File: config.mk
export PLATFORM = sky130hd
export DESIGN_NAME = dp_bram_stream_reader
export DESIGN_NICKNAME = d
export VERILOG_FILES = /design/src/rtl/dp_bram_stream_reader.sv
export SDC_FILE = /design/constraint.sdc
export NUM_CORES = 1
export LEC_CHECK = 0
export BUFFER_PORTS_ARGS = -buffer_cell sky130_fd_sc_hd__clkbuf_2
export CAP_MARGIN = 20
export CORE_MARGIN = 10
export CORE_UTILIZATION = 55
export DETAILED_ROUTE_END_ITERATION = 16
export HOLD_SLACK_MARGIN = 0.06
export PLACE_DENSITY = 0.84
export SLEW_MARGIN = 30
export SYNTH_ARGS = -nofsm -noshare
export SYNTH_HDL_FRONTEND = slang
export SYNTH_SLANG_ARGS = --single-unit
File: constraint.sdc
create_clock -name clk -period 4.6 [get_ports clk]
set_input_delay 0.23 -clock clk [delete_from_list [all_inputs] [get_ports clk]]
set_output_delay 0.23 -clock clk [all_outputs]
set_load 0.02 [all_outputs]
File: src/rtl/dp_bram_stream_reader.sv
`default_nettype none
// ============================================================================
// Module   : dp_bram_stream_reader
// Purpose  : Read-side engine for a simple dual-port BRAM with a 1-cycle
//            registered read. On a start command it reads a contiguous
//            address range and delivers the words on a valid/ready stream.
//            A 2-entry skid FIFO plus a read-credit rule absorbs the BRAM
//            latency and downstream backpressure, so no word is lost or
//            duplicated.
// Ports    : clk, rst_n           - clock (shared with BRAM), async active-low reset
//            start, start_addr,   - command strobe (sampled only while idle),
//            num_words            - first address and word count (0..2**ADDR_WIDTH)
//            dir                  - direction, only with DP_BRAM_READER_REVERSE_EN
//            busy, done           - command status / one-cycle completion pulse
//            raddr, rd_issue      - BRAM read address, real-read indicator
//            bram_data            - BRAM read data (valid cycle after raddr)
//            out_valid/ready/data/last - output stream
// Config   : `define DP_BRAM_READER_REVERSE_EN adds the dir input; dir=1
//            walks addresses downward (wrapping 0 -> 2**ADDR_WIDTH-1).
// Revision : 1.0 - initial release
// ============================================================================
module dp_bram_stream_reader #(
    parameter int ADDR_WIDTH = 4,
    parameter int DATA_WIDTH = 8
) (
    input  logic                  clk,
    input  logic                  rst_n,
    input  logic                  start,
    input  logic [ADDR_WIDTH-1:0] start_addr,
    input  logic [ADDR_WIDTH:0]   num_words,
`ifdef DP_BRAM_READER_REVERSE_EN
    input  logic                  dir,
`endif
    output logic                  busy,
    output logic                  done,
    output logic [ADDR_WIDTH-1:0] raddr,
    output logic                  rd_issue,
    input  logic [DATA_WIDTH-1:0] bram_data,
    output logic                  out_valid,
    input  logic                  out_ready,
    output logic [DATA_WIDTH-1:0] out_data,
    output logic                  out_last
);

    typedef enum logic [1:0] {
        ST_IDLE = 2'd0,
        ST_BUSY = 2'd1,
        ST_DONE = 2'd2
    } state_t;

    localparam logic [ADDR_WIDTH-1:0] c_addr_one = {{(ADDR_WIDTH-1){1'b0}}, 1'b1};
    localparam logic [ADDR_WIDTH:0]   c_rem_one  = {{ADDR_WIDTH{1'b0}}, 1'b1};

    state_t                  state_q;
    logic [ADDR_WIDTH-1:0]   addr_q, addr_d;
    logic [ADDR_WIDTH:0]     remaining_q;
    logic                    dir_q;
    logic                    inflight_q;
    logic                    inflight_last_q;

    // 2-entry FIFO, one slot per possible outstanding read
    logic [DATA_WIDTH-1:0]   data0_q, data1_q;
    logic                    last0_q, last1_q;
    logic                    wr_ptr_q, rd_ptr_q;
    logic [1:0]              count_q, count_d;

    logic                    push_w, pop_w;
    logic [2:0]              credit_w;

    assign push_w    = inflight_q;
    assign out_valid = (count_q != 2'd0);
    assign pop_w     = out_valid & out_ready;
    assign out_data  = rd_ptr_q ? data1_q : data0_q;
    assign out_last  = out_valid & (rd_ptr_q ? last1_q : last0_q);

    assign busy  = (state_q != ST_IDLE);
    assign done  = (state_q == ST_DONE);
    assign raddr = addr_q;

    // Words that will occupy the FIFO after this edge, excluding a new issue.
    // Keeping it below 2 before issuing means a returning read always has a slot.
    assign credit_w = {1'b0, count_q} + {2'b00, inflight_q} - {2'b00, pop_w};
    assign rd_issue = (state_q == ST_BUSY) && (remaining_q != '0) && (credit_w < 3'd2);

    assign count_d = count_q + {1'b0, push_w} - {1'b0, pop_w};

`ifdef DP_BRAM_READER_REVERSE_EN
    assign addr_d = dir_q ? (addr_q - c_addr_one) : (addr_q + c_addr_one);
`else
    assign addr_d = addr_q + c_addr_one;
`endif

    always_ff @(posedge clk or negedge rst_n) begin
        if (!rst_n) begin
            state_q         <= ST_IDLE;
            addr_q          <= '0;
            remaining_q     <= '0;
            dir_q           <= 1'b0;
            inflight_q      <= 1'b0;
            inflight_last_q <= 1'b0;
            data0_q         <= '0;
            data1_q         <= '0;
            last0_q         <= 1'b0;
            last1_q         <= 1'b0;
            wr_ptr_q        <= 1'b0;
            rd_ptr_q        <= 1'b0;
            count_q         <= 2'd0;
        end else begin
            case (state_q)
                ST_IDLE: begin
                    if (start) begin
                        if (num_words != '0) begin
                            state_q     <= ST_BUSY;
                            addr_q      <= start_addr;
                            remaining_q <= num_words;
`ifdef DP_BRAM_READER_REVERSE_EN
                            dir_q       <= dir;
`else
                            dir_q       <= 1'b0;
`endif
                        end else begin
                            state_q <= ST_DONE;
                        end
                    end
                end
                ST_BUSY: begin
                    if (pop_w && out_last)
                        state_q <= ST_DONE;
                end
                default: state_q <= ST_IDLE;
            endcase

            // rd_issue is only ever high in BUSY, so it never collides with the load above
            if (rd_issue) begin
                addr_q      <= addr_d;
                remaining_q <= remaining_q - c_rem_one;
            end

            inflight_q      <= rd_issue;
            inflight_last_q <= rd_issue && (remaining_q == c_rem_one);

            if (push_w) begin
                if (wr_ptr_q) begin
                    data1_q <= bram_data;
                    last1_q <= inflight_last_q;
                end else begin
                    data0_q <= bram_data;
                    last0_q <= inflight_last_q;
                end
                wr_ptr_q <= ~wr_ptr_q;
            end
            if (pop_w)
                rd_ptr_q <= ~rd_ptr_q;
            count_q <= count_d;
        end
    end

endmodule
`default_nettype wire

======== Yosys cells after proc, flatten, opt, wreduce, memory -nomap -nowiden ========
Cells that the tools add are included.
operators by class
  add/sub/neg operators ................... 6
  $lt $le $gt $ge ......................... 1
  equal/unequal tests ..................... 5
  multiplexer cells ....................... 14
  bitwise operators ....................... 4
  reduce and logical (&&, ||, !) cells .... 16
operators with widths
  kind                                                        count
  2-to-1 mux 5 bit                                            4
  2-to-1 mux 4 bit                                            4
  nonzero test 2 bit                                          5
  nonzero test 5 bit                                          2
  2-to-1 mux 8 bit                                            1
  2-to-1 mux 2 bit                                            3
  AND reduction 2 bit                                         3
  == test 5 x 1 -> 1 bit, second input constant               1
  subtractor 5 x 1 -> 5 bit, second input constant            1
  adder 4 x 1 -> 4 bit, second input constant                 1
  logical AND 1 bit                                           4
  one-hot mux 2 bit (2 select lines)                          1
  adder 2 x 1 -> 3 bit                                        1
  less-than comparator 3 x 2 -> 1 bit, second input constant  1
  AND reduction 3 bit                                         1
  subtractor 3 x 1 -> 3 bit                                   1
  adder 2 x 1 -> 2 bit                                        1
  bitwise AND 1 bit                                           2
  == test 2 x 1 -> 1 bit, second input constant               1
  == test 2 bit, second input constant                        1
  logical NOT 2 bit                                           1
  inequality test 2 x 1 -> 1 bit, second input constant       1
  inequality test 2 bit, second input constant                1
  inverter 1 bit                                              2
  other kinds (2)                                             2
storage, ports and cells
  bits in registers ....................... 35
  bits of input ports ..................... 21
  output and inout bits ................... 17
  logic and storage cells ................. 58

======== Logic depth before layout (Yosys ltp) ========
Gate-level depths: netlist (run 1).
  depth after elaboration ................. 7
  mapped depth ............................ 14
  mapped depth without buffers ............ 13

======== Worst setup path after synthesis (run 1) ========
Ideal clock, no wire load.
  kind .................................... register to register
  from .................................... register count_q[1]
  to ...................................... register inflight_last_q
  library setup time ...................... 0.067 ns
  arrival time ............................ 2.589 ns
  data required time ...................... 4.533 ns
  path slack .............................. 1.944 ns
  cell stages (with the launch flop) ...... 15
  path buffers ............................ 1
  clock period less this slack ............ 2.656 ns
  cells stage by stage .................... dfrtp_1 > nor2_1 > inv_1 > nand2_1 > inv_1 > ha_1 > inv_1 > ha_1 > inv_1 > fa_1 > xnor2_1 > nand4_2 > buf_6 > inv_1 > and3_1
between the ends
  longest elaborated chain between the ends .. 6
  elaborated cells on any way between the ends .. 7
  those cells by class .................... 2 x add/sub; 1 x order compare; 1 x bitwise; 3 x reduce/logical
RTL lines
  element                              RTL line  RTL
  from (decl)                          65        logic [1:0] count_q, count_d;
  from (signal assigned)               154       count_q <= count_d;
  nonzero test 2 bit                   71        assign out_valid = (count_q != 2'd0);
  named net out_valid                  39        output logic out_valid,
  bitwise AND 1 bit                    72        assign pop_w = out_valid & out_ready;
  named net pop_w                      67        logic push_w, pop_w;
  subtractor 3 x 1 -> 3 bit            82        assign credit_w = {1'b0, count_q} + {2'b00, inflight_q} - {2'b00, pop_w};
  less-than comparator 3 x 2 -> 1 bit  83        assign rd_issue = (state_q == ST_BUSY) && (remaining_q != '0) && (credit_w < 3'd2);
  logical AND 1 bit                    83
  named net rd_issue                   37        output logic rd_issue,
  logical AND 1 bit                    140       inflight_last_q <= rd_issue && (remaining_q == c_rem_one);
  to (signal assigned)                 140
  to (decl)                            59        logic inflight_last_q;
The timed path passes the listed nets, and every way through them passes these cells.
A chain may end at the register's enable or synchronous reset.

======== Final worst setup path (run 1) ========
  from .................................... register count_q[1]
  to ...................................... output rd_issue
between the ends
  longest elaborated chain between the ends .. 5
  elaborated cells on any way between the ends .. 6
  those cells by class .................... 2 x add/sub; 1 x order compare; 1 x bitwise; 2 x reduce/logical
RTL lines
  element                              RTL line
  nonzero test 2 bit                   71
  bitwise AND 1 bit                    72
  named net pop_w                      67
  subtractor 3 x 1 -> 3 bit            82
  less-than comparator 3 x 2 -> 1 bit  83
  logical AND 1 bit                    83
  to (decl)                            37
The timed path passes the listed nets, and every way through them passes these cells.

==> results of run 1 <==
## cell families after synthesis
logic type / share of synthesized area
muxes: 0.1861
and+or+nand+nor: 0.1053
buffers and inverters: 0.03896
AOI/OAI and AO/OA: 0.08947
adders and majority gates: 0.05483
xor gates and xnor gates: 0.02021
DFF: 0.5051
## registers in the layout, summed over array words and instances, names as in the netlist, 2 cells and up
register     cells
data1_q          8
data0_q          8
state_q          2
remaining_q      5
raddr            4
count_q          2
## report_power, final
part	internal, W	switching [W]
Combinational	0.000371	0.000427
Clock	0.000114	0.000108
Sequential	0.000450	0.000124
## final cells by class
cell class              count  share of cell area
clock buffers               5             0.01834
clock inverters             3             0.02139
inverters                  13             0.02384
multi-input cells          91              0.3863
flip-flops and latches     35              0.4279
well taps                  44             0.02689
repair buffers             38             0.09535
## critical path: cells and delay by family (launching register included)
family	cells	cell delay (ns)
adders and majority gates	3	0.79
and+or+nand+nor	3	0.67
DFF	1	0.44
xor gates and xnor gates	1	0.28
buffers and inverters	6	0.71
## cells in the mapped netlist (3+ instances only)
cell,instances,area [µm²]
inv_1,12,45.04
nand2_1,6,22.52
mux2i_1,3,30.03
nor2_1,8,30.03
o22ai_1,3,18.77
nor2b_1,3,18.77
nor3_1,4,20.02
dfrtp_1,35,875.8
mux2_2,26,292.8
xnor2_1,3,26.28
ha_1,6,75.07
## worst paths after layout
path / startpoint / to / slack [ns] / depth (start not counted)
setup / recovery: count_q[1]$_DFF_PN0_ / rd_issue / 1.15 / 13
hold / removal: start_addr[0] / raddr[0]$_DFFE_PN0P_ / 0.12 / 2
setup reg to reg: count_q[1]$_DFF_PN0_ / raddr[0]$_DFFE_PN0P_ / 1.52 / 13
hold reg to reg: wr_ptr_q$_DFFE_PN0P_ / wr_ptr_q$_DFFE_PN0P_ / 0.51 / 1
max in group asynchronous: rst_n / remaining_q[4]$_DFFE_PN0P_ / 3.56 / 2
min in group asynchronous: rst_n / last0_q$_DFFE_PN0P_ / 0.52 / 2
## routing by layer
layer | part of all wire | wire [µm] | up-vias | GRT usage
li1 | - | - | 590 | -
met1 | 0.40 | 1454 | 648 | 0.1368
met2 | 0.54 | 1939 | 26 | 0.2398
met3 | 0.039 | 141 | 7 | 0.03302
met4 | 0.018 | 66 | 0 | 0.05762
met5 | 0 | 0 | - | 0
## through the flow
step	util	worst slack, ns	cell area [µm²]
global route	0.6760	0.8958	2047
finish	0.6760	1.154	2047
CTS	0.6760	1.151	2047
detailed placement	0.6459	1.527	1956
floorplan	-	1.944	1734
global placement	0.6459	1.761	1956
==> results by group, run 1 <==
Routing
  – WL per Instance: 15.72 µm
  – Vias/cell: about 5.6
  – Iter 0 DRT Violations: just over 60
  – TritonRoute pass-1 iters: 4
  – Final wirelength: roughly 3600 µm
  – Vias post-DR: 1,271
  – Residual DRC count: 0
  – Final ANT Viol Nets: 0

Finish
  – Most frequent cells in the layout: clkbuf_2, dfrtp_1, mux2_2
  – Multi-input logic area: between 700 and 800 µm²
  – Most common cell after layout, fill and taps aside: clkbuf_2
  – Fill count: 243
  – Area delta synth->final: 18.04%
  – Share of layout cells above drive strength 1: 0.4378
  – ANT cells: 0
  – Register area: roughly 880 µm²
  – Fin cells: 229
  – Final net count: roughly 210

Clocking
  – CTS H-Tree Depth: 2
  – Clock root cell: clkbuf_4
  – CTS buffer count: 5
  – Post CTS Setup Buffer Count: 0
  – Worst-path clk slew: 0.11 ns
  – Hold Buf Count CTS: 1
  – CTS tree: done
  – Gates resized, CTS repair: 0
  – CTS Buffer Depth: 2
  – CTS sink count: 35
  – Skew-Pair Late Insertion Delay: 0.34 ns

Flow run
  – Max Cap Viol: 0

Global route
  – Antenna violations before repair: 0
  – Largest net degree at the start of global routing: 36
  – First-pass GRT wire length: between 6000 and 7000 µm
  – GRT overflow: 0
  – GRT Util Overall: 0.1308
  – Vias in the first global route: 1,379

Floorplanning
  – Num rows: 20
  – Initial Utilization: 0.5727
  – Die width: about 76 µm
  – Die ar.: between 0.005 and 0.006 mm²
  – Die Y: between 70 and 80 µm
  – IO Count: 38
  – Core area: about 0.0030 mm²

Worst setup path
  – WP data required: approximately 4.4 ns
  – Worst EP arrival: roughly 3.2 ns
  – Startpoint types: register
  – Endpoint type of the worst setup path: output pin
  – Crit Path Max Fanout: 13
  – CP max stage delay: between 0.4 and 0.5 ns
  – WS Path Type: reg2out
  – CP max-delay cell: dfrtp_1
  – Most used cell along the critical path: inv_1
  – Crit-path cells: nor2_1 > inv_1 > nand2_1 > inv_1 > ha_1 > inv_1 > ha_1 > inv_1 > fa_1 > xnor2_1 > nand4_2 > inv_1 > clkbuf_2

STA
  – Hold WS: 0.1165 ns
  – Unrepaired setup endpoints after global routing: no
  – Setup violators final: 0
  – Slew HR: 0.4396
  – Setup TNS Final: 0 ns
  – Worst-margin pin slew: roughly 0.84 ns
  – Max Transition Viols Final: 0
  – Count of final hold-check violations: 0
  – Layout Skew: between 0.008 and 0.009 ns
  – Fin crit period: 3.446 ns
  – Post-route clock period utilization: 0.7491
  – F_max: just under 300 MHz

Placement
  – Gpl congestion: ~0.84
  – Port Buf Inserts: 37
  – Placed cells: 220
  – Final HPWL DP: ~2800 µm

Power
  – Worst ir drop on vdd: ~0.57 mV
  – P_leak: 1.006 nW
  – Power Total: 0.001594 W
  – Power density cells: roughly 780 mW/mm²

Synthesis
  – Synth Cell Area: roughly 0.0017 mm²
  – Synth cell types: 37
  – Post-synth EDFFs: 0
  – Top FF cell, synth: dfrtp_1
  – Post-synth ARST share: 1.000
  – Syn_area_per_cell: around 12 µm²
  – Sequential cell area fraction in the yosys report: 0.5051
  – Synth Warn #: 0
  – Post-Syn Nets: between 150 and 200
  – Cells after Synth: approximately 140
  – FF+latch count, synth: 35

Hold path
  – Worst hold path type: in2reg

Outcome
  – Status: complete, no violations
Power figures use the tool's default switching activity.
==> inputs of run 2 (changes only) <==
--- a/config.mk
+++ b/config.mk
@@ -8,10 +8,10 @@
 export BUFFER_PORTS_ARGS = -buffer_cell sky130_fd_sc_hd__clkbuf_2
 export CAP_MARGIN = 20
 export CORE_MARGIN = 10
-export CORE_UTILIZATION = 55
+export CORE_UTILIZATION = 53
 export DETAILED_ROUTE_END_ITERATION = 16
 export HOLD_SLACK_MARGIN = 0.06
-export PLACE_DENSITY = 0.84
+export PLACE_DENSITY = 0.81
 export SLEW_MARGIN = 30
 export SYNTH_ARGS = -nofsm -noshare
 export SYNTH_HDL_FRONTEND = slang
==> constraint.sdc (replaced) <==
create_clock -name clk -period 3.3 [get_ports clk]
set_input_delay 0.165 -clock clk [delete_from_list [all_inputs] [get_ports clk]]
set_output_delay 0.165 -clock clk [all_outputs]
set_load 0.02 [all_outputs]
==> run 2 against run 1 <==
Global-route usage down 0.066 points; count of clock-buffer cells in the layout up 1; worst hold slack got worse by 0.041 ns; die area is 2.8% higher; sequential power up 40%; flip-flop and latch count stayed put; combinational power rose by 50%; worst setup slack got worse by 0.88 ns; sequential share of layout area down 0.078 points; critical endpoint unchanged; highest routed layer unchanged.
==> results by group, run 2 (same netlist as run 1, synthesis figures left out) <==
Outcome
  – Status: complete, no violations

Worst setup path
  – Worst Reg2Reg Path Length in Cells: 13
  – Worst setup startpoint: count_q[1]$_DFF_PN0_
  – Startpoint types: register
  – Worst EP arrival: approximately 2.9 ns
  – WP data required: 3.13 ns
  – WS Path Type: reg2out
  – Endpoint type of the worst setup path: output pin
  – RR Endpoint: raddr[0]$_DFFE_PN0P_
  – Startpoint of the worst-slack reg-to-reg timing path: count_q[1]$_DFF_PN0_
  – Crit Path Max Fanout: 4
  – R2r setup slk: about 0.48 ns

Power
  – Combinational share of power: 0.539
  – Power Total: approximately 0.0022 W
  – P_leak: around 1 nW
  – Worst ir drop on vdd: between 0.5 and 0.6 mV
  – Sw Share: 0.4244
  – Power density cells: ~1100 mW/mm²
  – Sequential Power Share: 0.361
  – P_int: ~0.0013 W
  – Net Switching: 0.0009475 W
  – Clk pwr share: 0.100

Floorplanning
  – Die Y: 77.20 µm
  – Initial Utilization: 0.5589
  – IO Count: 38
  – Num rows: 20
  – Die width: 77.20 µm
  – Die ar.: between 0.005 and 0.006 mm²
  – Core area: 0.003103 mm²

Clocking
  – CTS sink count: 35
  – Clock root cell: clkbuf_4
  – Worst-path clk slew: about 0.11 ns
  – CTS buffer count: 5
  – CTS tree: done
  – CTS H-Tree Depth: 2
  – CTS Buffer Depth: 2
  – Skew-Pair Late Insertion Delay: about 0.33 ns

Finish
  – ANT cells: 0
  – Most common cell after layout, fill and taps aside: clkbuf_2
  – Largest regs: data0_q: 8 flops, data1_q: 8 flops, remaining_q: 5 flops
  – Area delta synth->final: 18.25%
  – Final net count: 214
  – Share of layout cells above drive strength 1: 0.4492
  – Multi-input logic area: between 800 and 900 µm²
  – Register area: approximately 900 µm²
  – Fill count: 270
  – Most frequent cells in the layout: clkbuf_2, dfrtp_1, mux2_2

Global route
  – Largest net degree at the start of global routing: 36
  – Vias in the first global route: 1,401
  – GRT overflow: 0
  – First-pass GRT wire length: 6382 µm
  – Antenna violations before repair: 0
  – GRT Util Overall: 0.1301

Hold path
  – Hold Path Depth: 2
  – Hold EP: data0_q[3]$_DFFE_PN0P_
  – Critical hold path startpoint: bram_data[3]
  – Worst hold path type: in2reg

Routing
  – Vias post-DR: between 1,000 and 1,500
  – Iter 0 DRT Violations: 70
  – Final ANT Viol Nets: 0
  – Vias/cell: around 5.4
  – Final wirelength: roughly 3800 µm
  – Residual DRC count: 0
  – WL per Instance: roughly 17 µm
  – TritonRoute pass-1 iters: 4

STA
  – Fin crit period: about 3 ns
  – Unrepaired setup endpoints after global routing: no
  – Setup TNS Final: 0 ns
  – Count of final hold-check violations: 0
  – Setup violators final: 0
  – F_max: roughly 330 MHz
  – Layout Skew: 0.004526 ns
  – Max Transition Viols Final: 0
  – Worst-margin pin slew: between 0.7 and 0.8 ns
  – Slew HR: 0.4706
  – Post-route clock period utilization: 0.9161

Placement
  – Gpl congestion: between 0.7 and 0.8
  – Final HPWL DP: approximately 2900 µm
  – Port Buf Inserts: 37

Flow run
  – Max Cap Viol: 0
## run 2: worst max-delay path by stage
| stage | cells after the start | slack (ns) | endpoint |
|---|---|---|---|
| 3_5_place_dp | 13 | 0.26 | raddr[0]$_DFFE_PN0P_ |
| 6_report | 13 | 0.28 | rd_issue |
| 2_1_floorplan | 14 | 0.64 | inflight_last_q$_DFF_PN0_ |
| 4_1_cts | 13 | 0.03 | rd_issue |
| 3_3_place_gp | 13 | 0.47 | remaining_q[3]$_DFFE_PN0P_ |
| 5_1_grt | 13 | 0.08 | rd_issue |
## run 2: power groups by stage
| stage | Sequential, W | Clock [W] | Combinational [W] |
|---|---|---|---|
| final | 0.000806 | 0.000223 | 0.00120 |
| after global routing | 0.000835 | 0.000249 | 0.00132 |
| after floorplan | 0.000771 | 0 | 0.000871 |
| after CTS | 0.000803 | 0.000230 | 0.00115 |
| after detailed placement | 0.000810 | 0 | 0.00113 |
| after global placement | 0.000788 | 0 | 0.00107 |
## run 2: stage by stage
stage / utilization / setup WS, ns / instances / instance area, µm² / hold WS, ns
6_report: 0.6609 / 0.2768 / 231 / 2051 / 0.07581
5_1_grt: 0.6609 / 0.07671 / 231 / 2051 / 0.06411
4_1_cts: 0.6536 / 0.03068 / 229 / 2028 / 0.06195
3_5_place_dp: 0.6302 / 0.2578 / 220 / 1956 / 0.3204
3_3_place_gp: 0.6302 / 0.4653 / 220 / 1956 / 0.2980
2_1_floorplan: - / 0.6438 / 142 / 1734 / -0.1306
## run 2: repair_timing
item / in CTS / in global routing
hold buffers: 1 / 0
resized for setup: 1 / 2
endpoints found under the setup margin: 1 / 1
hold endpoints to repair: 35 / 0
setup buffers: 0 / 2
pin swaps: 0 / 1
## run 2: per-layer routing
layer / vias to the layer above / GRT usage / wire length (µm)
met1: 625 / 0.1308 / 1566
met4: 0 / 0.04745 / 48
met2: 32 / 0.2425 / 2021
li1: 590 / - / -
met5: - / 0 / 0
met3: 7 / 0.04196 / 182
## run 2: final cells by class
cell class | instances | area share
sequential | 35 | 0.4271
multi-input combinational | 91 | 0.3935
timing repair buffer | 40 | 0.1025
tap | 44 | 0.02685
inverter | 13 | 0.02379
clock buffer | 6 | 0.02013
clock inverter | 2 | 0.006101
## run 2: critical path, cell delays in order, from the launching register on
cell	delay, ns
dfrtp_1	0.46
nor2_1	0.17
inv_1	0.08
nand2_1	0.14
inv_1	0.07
ha_1	0.27
inv_1	0.06
ha_1	0.14
inv_1	0.05
fa_1	0.40
xnor2_2	0.23
nand4_4	0.15
inv_2	0.13
clkbuf_2	0.18
==> inputs of run 3 (changes only) <==
--- a/config.mk
+++ b/config.mk
@@ -11,7 +11,7 @@
 export CORE_UTILIZATION = 53
 export DETAILED_ROUTE_END_ITERATION = 16
 export HOLD_SLACK_MARGIN = 0.06
-export PLACE_DENSITY = 0.81
+export PLACE_DENSITY_LB_ADDON = 0.3
 export SLEW_MARGIN = 30
 export SYNTH_ARGS = -nofsm -noshare
 export SYNTH_HDL_FRONTEND = slang
==> run 3 against run 2 <==
Register-to-register slack got worse by 0.10 ns; flip-flop and latch count did not move; combinational power barely moved; total power fell by 1.2%; critical endpoint unchanged; via count barely moved; cell count rose by 1.7%; first-iteration DRC count did not move; worst setup slack improved by 0.070 ns.
==> results by group, run 3 (same netlist as run 1, synthesis figures left out) <==
Flow run
  – Max Cap Viol: 0

Finish
  – Area delta synth->final: 20.78%
  – Most frequent cells in the layout: clkbuf_2, dfrtp_1, mux2_2
  – ANT cells: 0
  – Design Area, Final: 0.002095 mm²
  – Most common cell after layout, fill and taps aside: clkbuf_2
  – Final Util: 0.6750
  – Final net count: ~220
  – Largest regs: data0_q: 8 flops, data1_q: 8 flops, remaining_q: 5 flops
  – Share of layout cells above drive strength 1: 0.4398

Routing
  – Final ANT Viol Nets: 0
  – Iter 0 DRT Violations: 70
  – Final wirelength: approximately 3700 µm
  – WL per Instance: around 16 µm
  – TritonRoute pass-1 iters: 4
  – Residual DRC count: 0
  – Vias post-DR: approximately 1,300
  – Vias/cell: 5.340

Clocking
  – CTS sink count: 35
  – CTS H-Tree Depth: 2
  – Skew-Pair Late Insertion Delay: around 0.34 ns
  – Clock root cell: clkbuf_4
  – CTS buffer count: 5
  – CTS Buffer Depth: 2
  – Worst-path clk slew: 0.11 ns
  – CTS tree: done

Floorplanning
  – Core area: just over 0.003 mm²
  – Die Y: ~77 µm
  – IO Count: 38
  – Num rows: 20
  – Die ar.: between 0.005 and 0.006 mm²
  – Die width: around 77 µm
  – Initial Utilization: 0.5589

Worst setup path
  – Startpoint types: register
  – Worst Reg2Reg Path Length in Cells: 14
  – Worst EP arrival: roughly 2.8 ns
  – Worst setup startpoint: count_q[1]$_DFF_PN0_
  – WP data required: around 3.1 ns
  – Endpoint type of the worst setup path: output pin
  – RR Endpoint: remaining_q[2]$_DFFE_PN0P_
  – WS Path Type: reg2out
  – Crit Path Max Fanout: 4
  – Startpoint of the worst-slack reg-to-reg timing path: count_q[1]$_DFF_PN0_
  – R2r setup slk: 0.38 ns

STA
  – Worst-margin pin slew: between 0.8 and 0.9 ns
  – F_max: roughly 340 MHz
  – Setup violators final: 0
  – Setup TNS Final: 0 ns
  – Max Transition Viols Final: 0
  – Layout Skew: approximately 0.015 ns
  – Hold WS: approximately 0.073 ns
  – Count of final hold-check violations: 0
  – Unrepaired setup endpoints after global routing: no
  – Fin crit period: roughly 3 ns
  – Post-route clock period utilization: 0.8948
  – Slew HR: 0.4590

Global route
  – First-pass GRT wire length: 6196 µm
  – GRT overflow: 0
  – Vias in the first global route: approximately 1,300
  – GRT Util Overall: 0.1272
  – Largest net degree at the start of global routing: 36
  – Antenna violations before repair: 0

Hold path
  – Hold EP: data0_q[6]$_DFFE_PN0P_
  – Hold Path Depth: 2
  – Critical hold path startpoint: bram_data[6]
  – Worst hold path type: in2reg

Power
  – Power density cells: 1054 mW/mm²
  – Worst ir drop on vdd: between 0.7 and 0.8 mV
  – Power Total: about 0.0022 W
  – P_leak: a little over 1 nW

Placement
  – Final HPWL DP: 2846 µm
  – Post-DP Area: 0.001963 mm²
  – Gpl congestion: around 0.87
  – Port Buf Inserts: 37

Outcome
  – Status: complete, no violations
==> run 3: changes by cell type in the layout (fill, tap and decap cells not counted), sizes merged <==
cell,previous run,this run
clkinvlp,1,0
dlygate4sd3,1,6
==> run 3: final cells by class <==
cell class / instances / area (µm²)
fillers: 270 / 1008
flip-flops and latches: 35 / 875.8
multi-input cells: 91 / 798.3
repair buffers: 45 / 260.3
well taps: 44 / 55.05
clock buffers: 6 / 51.30
inverters: 13 / 48.80
clock inverters: 1 / 5.005
==> run 3: where the power goes <==
part / switching (W) / internal, W / leakage [nW] / total, W
Combinational: 0.000609 / 0.000567 / 0.579 / 0.00118
Clock: 0.000133 / 0.0000986 / 0.0341 / 0.000232
Sequential: 0.000171 / 0.000628 / 0.416 / 0.000799
Total: 0.000913 / 0.00129 / 1.03 / 0.00221
==> run 3: critical path, stage by stage (launching register included) <==
cell	delay, ns
dfrtp_1	0.46
nor2_1	0.16
inv_1	0.08
nand2_1	0.13
inv_1	0.06
ha_1	0.28
inv_1	0.07
ha_1	0.14
inv_1	0.05
fa_1	0.41
xnor2_2	0.19
nand4_2	0.14
inv_2	0.12
clkbuf_2	0.18
==> run 3: routing by layer <==
layer	GRT usage	share of wire	wire, µm
met4	0.03832	0.011	41
met2	0.2199	0.53	1931
met3	0.05012	0.064	236
met1	0.1396	0.40	1451
met5	0	0	0
==> run 3: how the worst max path moves through the flow <==
stage / cells past startpoint / slack (ns) / endpoint
2_1_floorplan: 14 / 0.64 / inflight_last_q$_DFF_PN0_
3_5_place_dp: 13 / 0.35 / raddr[0]$_DFFE_PN0P_
5_1_grt: 13 / 0.06 / rd_issue
6_report: 13 / 0.35 / rd_issue
4_1_cts: 13 / 0.06 / rd_issue
3_3_place_gp: 13 / 0.56 / remaining_q[3]$_DFFE_PN0P_
==> run 3: what timing repair did <==
item | in CTS | in global routing
endpoints found under the hold margin | 39 | 2
gates resized for setup | 0 | 2
buffers inserted | 0 | 1
hold buffers | 4 | 2
setup endpoints to repair | 0 | 1
==> run 3: metrics by stage <==
stage          setup WS [ns]  std cells
3_5_place_dp          0.3511        221
4_1_cts              0.06258        232
3_3_place_gp          0.5617        221
5_1_grt              0.05928        235
2_1_floorplan         0.6438        142
6_report              0.3471        235
